--- src/rtl/mult_sequencer.sv ---
// -----------------------------------------------------------------------------
// mult_sequencer
//   Multi-cycle shift-add multiplier that sits beside the ALU and serves the
//   multiply-class opcodes MULT (4'b0110) and SQU (4'b0101). It stalls the
//   pipeline while iterating, then holds a registered product for write-back.
//   Every other opcode is ignored.
//
// Parameters
//   WIDTH       operand / result width in bits
//   EARLY_EXIT  1: stop once the remaining multiplier bits are all zero
//               0: always run WIDTH iterations
//
// Ports
//   clk           in   rising-edge clock
//   reset         in   asynchronous, active-high reset
//   start         in   request, sampled only in IDLE
//   ALUOperation  in   [3:0] opcode from ALUControl
//   A             in   [WIDTH-1:0] multiplicand (also multiplier for SQU)
//   B             in   [WIDTH-1:0] multiplier for MULT, ignored for SQU
//   stall         out  combinational pipeline hold
//   busy          out  registered, high while iterating
//   done          out  registered one-cycle result-valid pulse
//   Result        out  [WIDTH-1:0] low half of the product
//   Overflow      out  OR of the upper half of the product
// -----------------------------------------------------------------------------
module mult_sequencer #(
  parameter int WIDTH      = 32,
  parameter bit EARLY_EXIT = 1'b1
) (
  input  logic             clk,
  input  logic             reset,
  input  logic             start,
  input  logic [3:0]       ALUOperation,
  input  logic [WIDTH-1:0] A,
  input  logic [WIDTH-1:0] B,
  output logic             stall,
  output logic             busy,
  output logic             done,
  output logic [WIDTH-1:0] Result,
  output logic             Overflow
);

  localparam int CW = (WIDTH > 1) ? $clog2(WIDTH) : 1;

  localparam logic [3:0] op_mult = 4'b0110;
  localparam logic [3:0] op_squ  = 4'b0101;

  localparam logic [1:0] st_idle = 2'b00;
  localparam logic [1:0] st_run  = 2'b01;
  localparam logic [1:0] st_done = 2'b10;

  logic [1:0]         state;
  logic [2*WIDTH-1:0] mcand;
  logic [WIDTH-1:0]   mplier;
  logic [2*WIDTH-1:0] acc;
  logic [CW-1:0]      count;

  logic               accept;
  logic               is_squ;
  logic [2*WIDTH-1:0] acc_next;
  logic [WIDTH-1:0]   mplier_next;
  logic               last_iter;

  // NOTE: every signal assigned in always_comb gets a default first, so no
  // path through the block can leave it unassigned and infer a latch.
  always_comb begin
    is_squ      = 1'b0;
    accept      = 1'b0;
    acc_next    = acc;
    mplier_next = mplier >> 1;
    last_iter   = 1'b0;

    is_squ = (ALUOperation == op_squ);
    accept = start && ((ALUOperation == op_mult) || is_squ);

    if (mplier[0]) begin
      acc_next = acc + mcand;
    end

    // Exit test looks at the multiplier as it will be after this shift, so
    // the final add happens on the exit cycle itself.
    last_iter = (count == CW'(WIDTH - 1)) ||
                (EARLY_EXIT && (mplier_next == '0));
  end

  assign stall = ((state == st_idle) && accept) || (state == st_run);

  // NOTE: sequential state uses non-blocking assignments only, so every
  // register samples the pre-edge values regardless of statement order.
  always_ff @(posedge clk or posedge reset) begin
    if (reset) begin
      state    <= st_idle;
      busy     <= 1'b0;
      done     <= 1'b0;
      Result   <= '0;
      Overflow <= 1'b0;
      mcand    <= '0;
      mplier   <= '0;
      acc      <= '0;
      count    <= '0;
    end else begin
      case (state)
        st_idle: begin
          done <= 1'b0;
          if (accept) begin
            mcand  <= {{WIDTH{1'b0}}, A};
            mplier <= is_squ ? A : B;
            acc    <= '0;
            count  <= '0;
            busy   <= 1'b1;
            state  <= st_run;
          end
        end

        st_run: begin
          acc    <= acc_next;
          mcand  <= mcand << 1;
          mplier <= mplier_next;
          count  <= count + 1'b1;
          if (last_iter) begin
            Result   <= acc_next[WIDTH-1:0];
            Overflow <= |acc_next[2*WIDTH-1:WIDTH];
            busy     <= 1'b0;
            done     <= 1'b1;
            state    <= st_done;
          end
        end

        st_done: begin
          // start is deliberately not looked at here; a held request is
          // picked up on the following IDLE cycle.
          done  <= 1'b0;
          state <= st_idle;
        end

        default: begin
          busy  <= 1'b0;
          done  <= 1'b0;
          state <= st_idle;
        end
      endcase
    end
  end

endmodule

--- config.mk ---
export PLATFORM = sky130hd
export DESIGN_NAME = mult_sequencer
export DESIGN_NICKNAME = d
export VERILOG_FILES = /design/src/rtl/mult_sequencer.sv
export SDC_FILE = /design/constraint.sdc
export NUM_CORES = 1
export LEC_CHECK = 0
export CAP_MARGIN = 10
export CORE_ASPECT_RATIO = 1.75
export CORE_MARGIN = 4
export CORE_UTILIZATION = 50
export DETAILED_ROUTE_END_ITERATION = 6
export GPL_TIMING_DRIVEN = 0
export PLACE_DENSITY = 0.7
export SYNTH_ARGS = -nofsm -noshare
export SYNTH_HDL_FRONTEND = slang
export SYNTH_SLANG_ARGS = --single-unit
--- constraint.sdc ---
create_clock -name clk -period 13 [get_ports clk]
set_input_delay 1.3 -clock clk [delete_from_list [all_inputs] [get_ports clk]]
set_output_delay 1.3 -clock clk [all_outputs]
set_load 0.01 [all_outputs]
==> results.py <==
metrics = {
    "status": {
        "run_status": "finished clean",
    },
    "routing": {
        "routed_wl_um": 50000,
        "final_antenna_net_count": 0,
        "wl_met1_um": 16800,
        "via_per_inst": 6.21,
        "initialDrtViolationCount": 1011,
        "route.detailed.drc": 0,
        "met3WireLength_um": 2410,
        "met2_wirelength_um": 25800,
        "wl_per_cell_um": 23.6,
        "vias": 13200,
        "firstDrtPassIters": 5,
        "top_layer_used": "met4",
    },
    "logic_synthesis": {
        "async_flop_share_pct": 100,
        "synth-seq-area-share_pct": 37.3,
        "ys.flop_type": "dfrtp_1",
        "syn_nets": 1784,
        "synth_cell_types": 94,
        "synth_seq_cells": 202,
        "syn_area_per_cell_um2": 8.23,
        "synth-edff-count": 0,
        "yosys_warnings": 0,
        "synth_area_um2": 13600,
        "syn_inst": 1647,
    },
    "placement": {
        "dp_slack_ns": 7.44,
        "gp_congestion": 1.04,
        "dp_hpwl_um": 39500,
        "port_buffers": 106,
    },
    "setup_path": {
        "crit_top_cell": "clkdlybuf4s50_1",
        "critical_path_buf_inv_count": 4,
        "crit_chain": "clkdlybuf4s50_1 -> nand2b_1 -> nor3b_1 -> and2_1 -> clkbuf_1 -> nor2_1 -> inv_1 -> clkdlybuf4s50_1",
        "cp.arrival_ns": 4.34,
        "critPathMaxFanout": 10,
        "path_delay_family": "buffers and inverters",
        "slowest_delay_ns": 1.12,
        "start_kind": "primary input",
        "cpMaxStageDelayCell": "nor2_1",
        "critPathKind": "primary input to primary output",
        "worst_setup_path_end_kind": "primary output",
        "cp.required_ns": 11.70,
    },
    "timing": {
        "rsz0062_at_grt": "false",
        "period_share_pct": 43.4,
        "setup_violations": 0,
        "slew_headroom_pct": 13.3,
        "worst_slack_ns": 7.36,
        "clock.fmax_ghz": 0.177,
        "skew_ns": 0.0176,
        "max_slew.worst_pin.slew_ns": 1.30,
        "period_minus_slack_ns": 5.64,
        "drv_slew": 0,
        "final_hold_viol_count": 0,
        "setup_tns_ns": 0,
    },
    "min_path": {
        "min_path_type": "flip-flop to flip-flop",
    },
    "grt": {
        "antenna_found_initial": 0,
        "grt_pass1_vias": 13500,
        "grt_util_all_layers_pct": 33.1,
        "grt_max_degree": 131,
        "overflow": 0,
        "grt_pass1_wl_um": 75900,
    },
    "floorplanning": {
        "dieArea_um2": 29900,
        "initial_core_util_pct": 50.8,
        "core_um2": 26700,
        "row_count": 79,
        "die_w_um": 132,
        "dieHeight_um": 226,
        "ios": 107,
    },
    "clock_network": {
        "clock_latency_ns": 0.54,
        "clockBufferDepth": 3,
        "cts_setup_buffers": 0,
        "cts.hold.buffers_added": 0,
        "htree_levels": 1,
        "cts_root_buf": "clkbuf_16",
        "cts_sinks": 202,
        "cts_made_buffers": 22,
        "cts_tree": "done",
        "cts_resized": 0,
        "clkTransAtPathRegs_ns": 0.06,
    },
    "power_and_ir_drop": {
        "ir_drop_mv": 0.128,
        "p_per_area_nw_per_um2": 281,
        "leakagePower_uw": 0.00655,
    },
    "job": {
        "maxCapViolCount": 0,
    },
    "layout": {
        "layout.nets": 1916,
        "fin_util_pct": 59.1,
        "area_growth_pct": 16.4,
        "drive_gt1_share_pct": 6.46,
        "diodes": 0,
    },
}
==> sequential cells by signal, summed over array words and instances (netlist names) <==
| signal | cells |
|---|---|
| acc | 64 |
| mcand | 64 |
| Result | 32 |
| mplier | 32 |
| count | 5 |
| state | 2 |
| Overflow | 1 |
| busy | 1 |
| done | 1 |
==> synthesized netlist by cell type (all sizes together) (8+ instances only) <==
master	number	area, um2
nor4	16	106
o211ai	9	72.6
nor3	22	138
a31oi	36	225
inv	23	86.3
nand2	311	1170
a21o	17	129
o21a	11	82.6
xor2	24	210
a211oi	16	130
ha	65	813
mux2i	69	691
clkbuf	71	297
dfrtp	202	5050
o21ai	200	1030
o21bai	11	82.6
xnor2	33	289
a22o	20	175
buf	38	200
nand4	35	225
nand3	41	205
nand2b	8	50.1
a21oi	134	701
nor2	139	524
==> stage by stage <==
stage	total power, uW	area (um2)	hold WS (ns)	instances
3_5_place_dp	3750	15100	0.472	2079
4_1_cts	4400	15800	0.487	2119
2_1_floorplan	2850	13600	0.444	1647
6_report	4430	15800	0.481	2119
5_1_grt	4720	15800	0.521	2119
3_3_place_gp	3700	15000	0.466	2077
==> where the power goes <==
| group | internal (uW) | total, uW | switching [uW] |
|---|---|---|---|
| sequential | 870 | 1110 | 244 |
| clock | 351 | 632 | 281 |
| combinational | 928 | 2680 | 1750 |
| total | 2150 | 4430 | 2280 |
==> metal layers <==
layer  global-route usage [%]  vias to the layer above
met5                        0                        -
met4                     27.5                        0
met3                     4.08                      207
met2                     61.7                      495
met1                     32.2                     6312
li1                         -                     6152
==> cell families (layout without fill, tap and decap cells) <==
family | Yosys count | after routing | share of synthesized area (%)
AND/OR/NAND/NOR | 608 | 608 | 19.7
flip-flops | 202 | 202 | 37.3
multiplexers | 69 | 69 | 5.10
buffers and inverters | 133 | 281 | 4.33
XOR/XNOR | 57 | 57 | 3.68
AO/OA/AOI/OAI | 512 | 512 | 23.7
adder cells (fa/ha/maj) | 66 | 66 | 6.15
==> worst paths after layout <==
path                            startpoint    endpoint  slack [ns]  cells after the start
setup / recovery           ALUOperation[3]       stall        7.36                      8
hold reg to reg                 Result[23]  Result[23]        0.48                      2
setup reg to reg                  mcand[2]    Overflow        8.33                     12
min in group asynchronous            reset  mplier[21]        1.24                      2
max in group asynchronous            reset   mplier[5]       10.66                      3
hold / removal                  Result[23]  Result[23]        0.48                      2
==> layout make-up <==
type | instances | area [um2]
inverter | 24 | 97.6
tap | 324 | 405
clock buffer | 27 | 599
buffer | 109 | 497
sequential | 202 | 5050
fill | 2537 | 10900
timing repair buffer | 108 | 1090
clock inverter | 13 | 115
multi-input combinational | 1312 | 7910
==> cells in the final DEF, fill, tap and decap left out, drive strengths merged, types with 11 or more instances in the layout <==
| master | netlist | layout |
|---|---|---|
| o21ai | 200 | 200 |
| nor2 | 139 | 139 |
| nand3 | 41 | 41 |
| mux2i | 69 | 69 |
| nand2 | 311 | 311 |
| nor3 | 22 | 22 |
| o21bai | 11 | 11 |
| a22o | 20 | 20 |
| clkdlybuf4s50 | 0 | 106 |
| ha | 65 | 65 |
| xnor2 | 33 | 33 |
| nor4 | 16 | 16 |
| xor2 | 24 | 24 |
| a21oi | 134 | 134 |
| a211oi | 16 | 16 |
| clkbuf | 71 | 98 |
| inv | 23 | 23 |
| nand4 | 35 | 35 |
| a31oi | 36 | 36 |
| o21a | 11 | 11 |
| dfrtp | 202 | 202 |
| a21o | 17 | 17 |
| buf | 38 | 40 |
==> worst reg2reg max path, cell delays in order (launching register included) <==
cell and delay, ns:
dfrtp_1 0.42, ha_1 0.37, o211ai_1 0.15, o21ai_1 0.45
a311oi_2 0.21, a211oi_2 0.56, a41oi_2 0.29, o21bai_1 0.53
xor2_1 0.31, a2111oi_0 0.47, o221ai_1 0.19, or4_1 0.42
o22a_1 0.17
No activity file was read; power rests on OpenSTA's default activity.
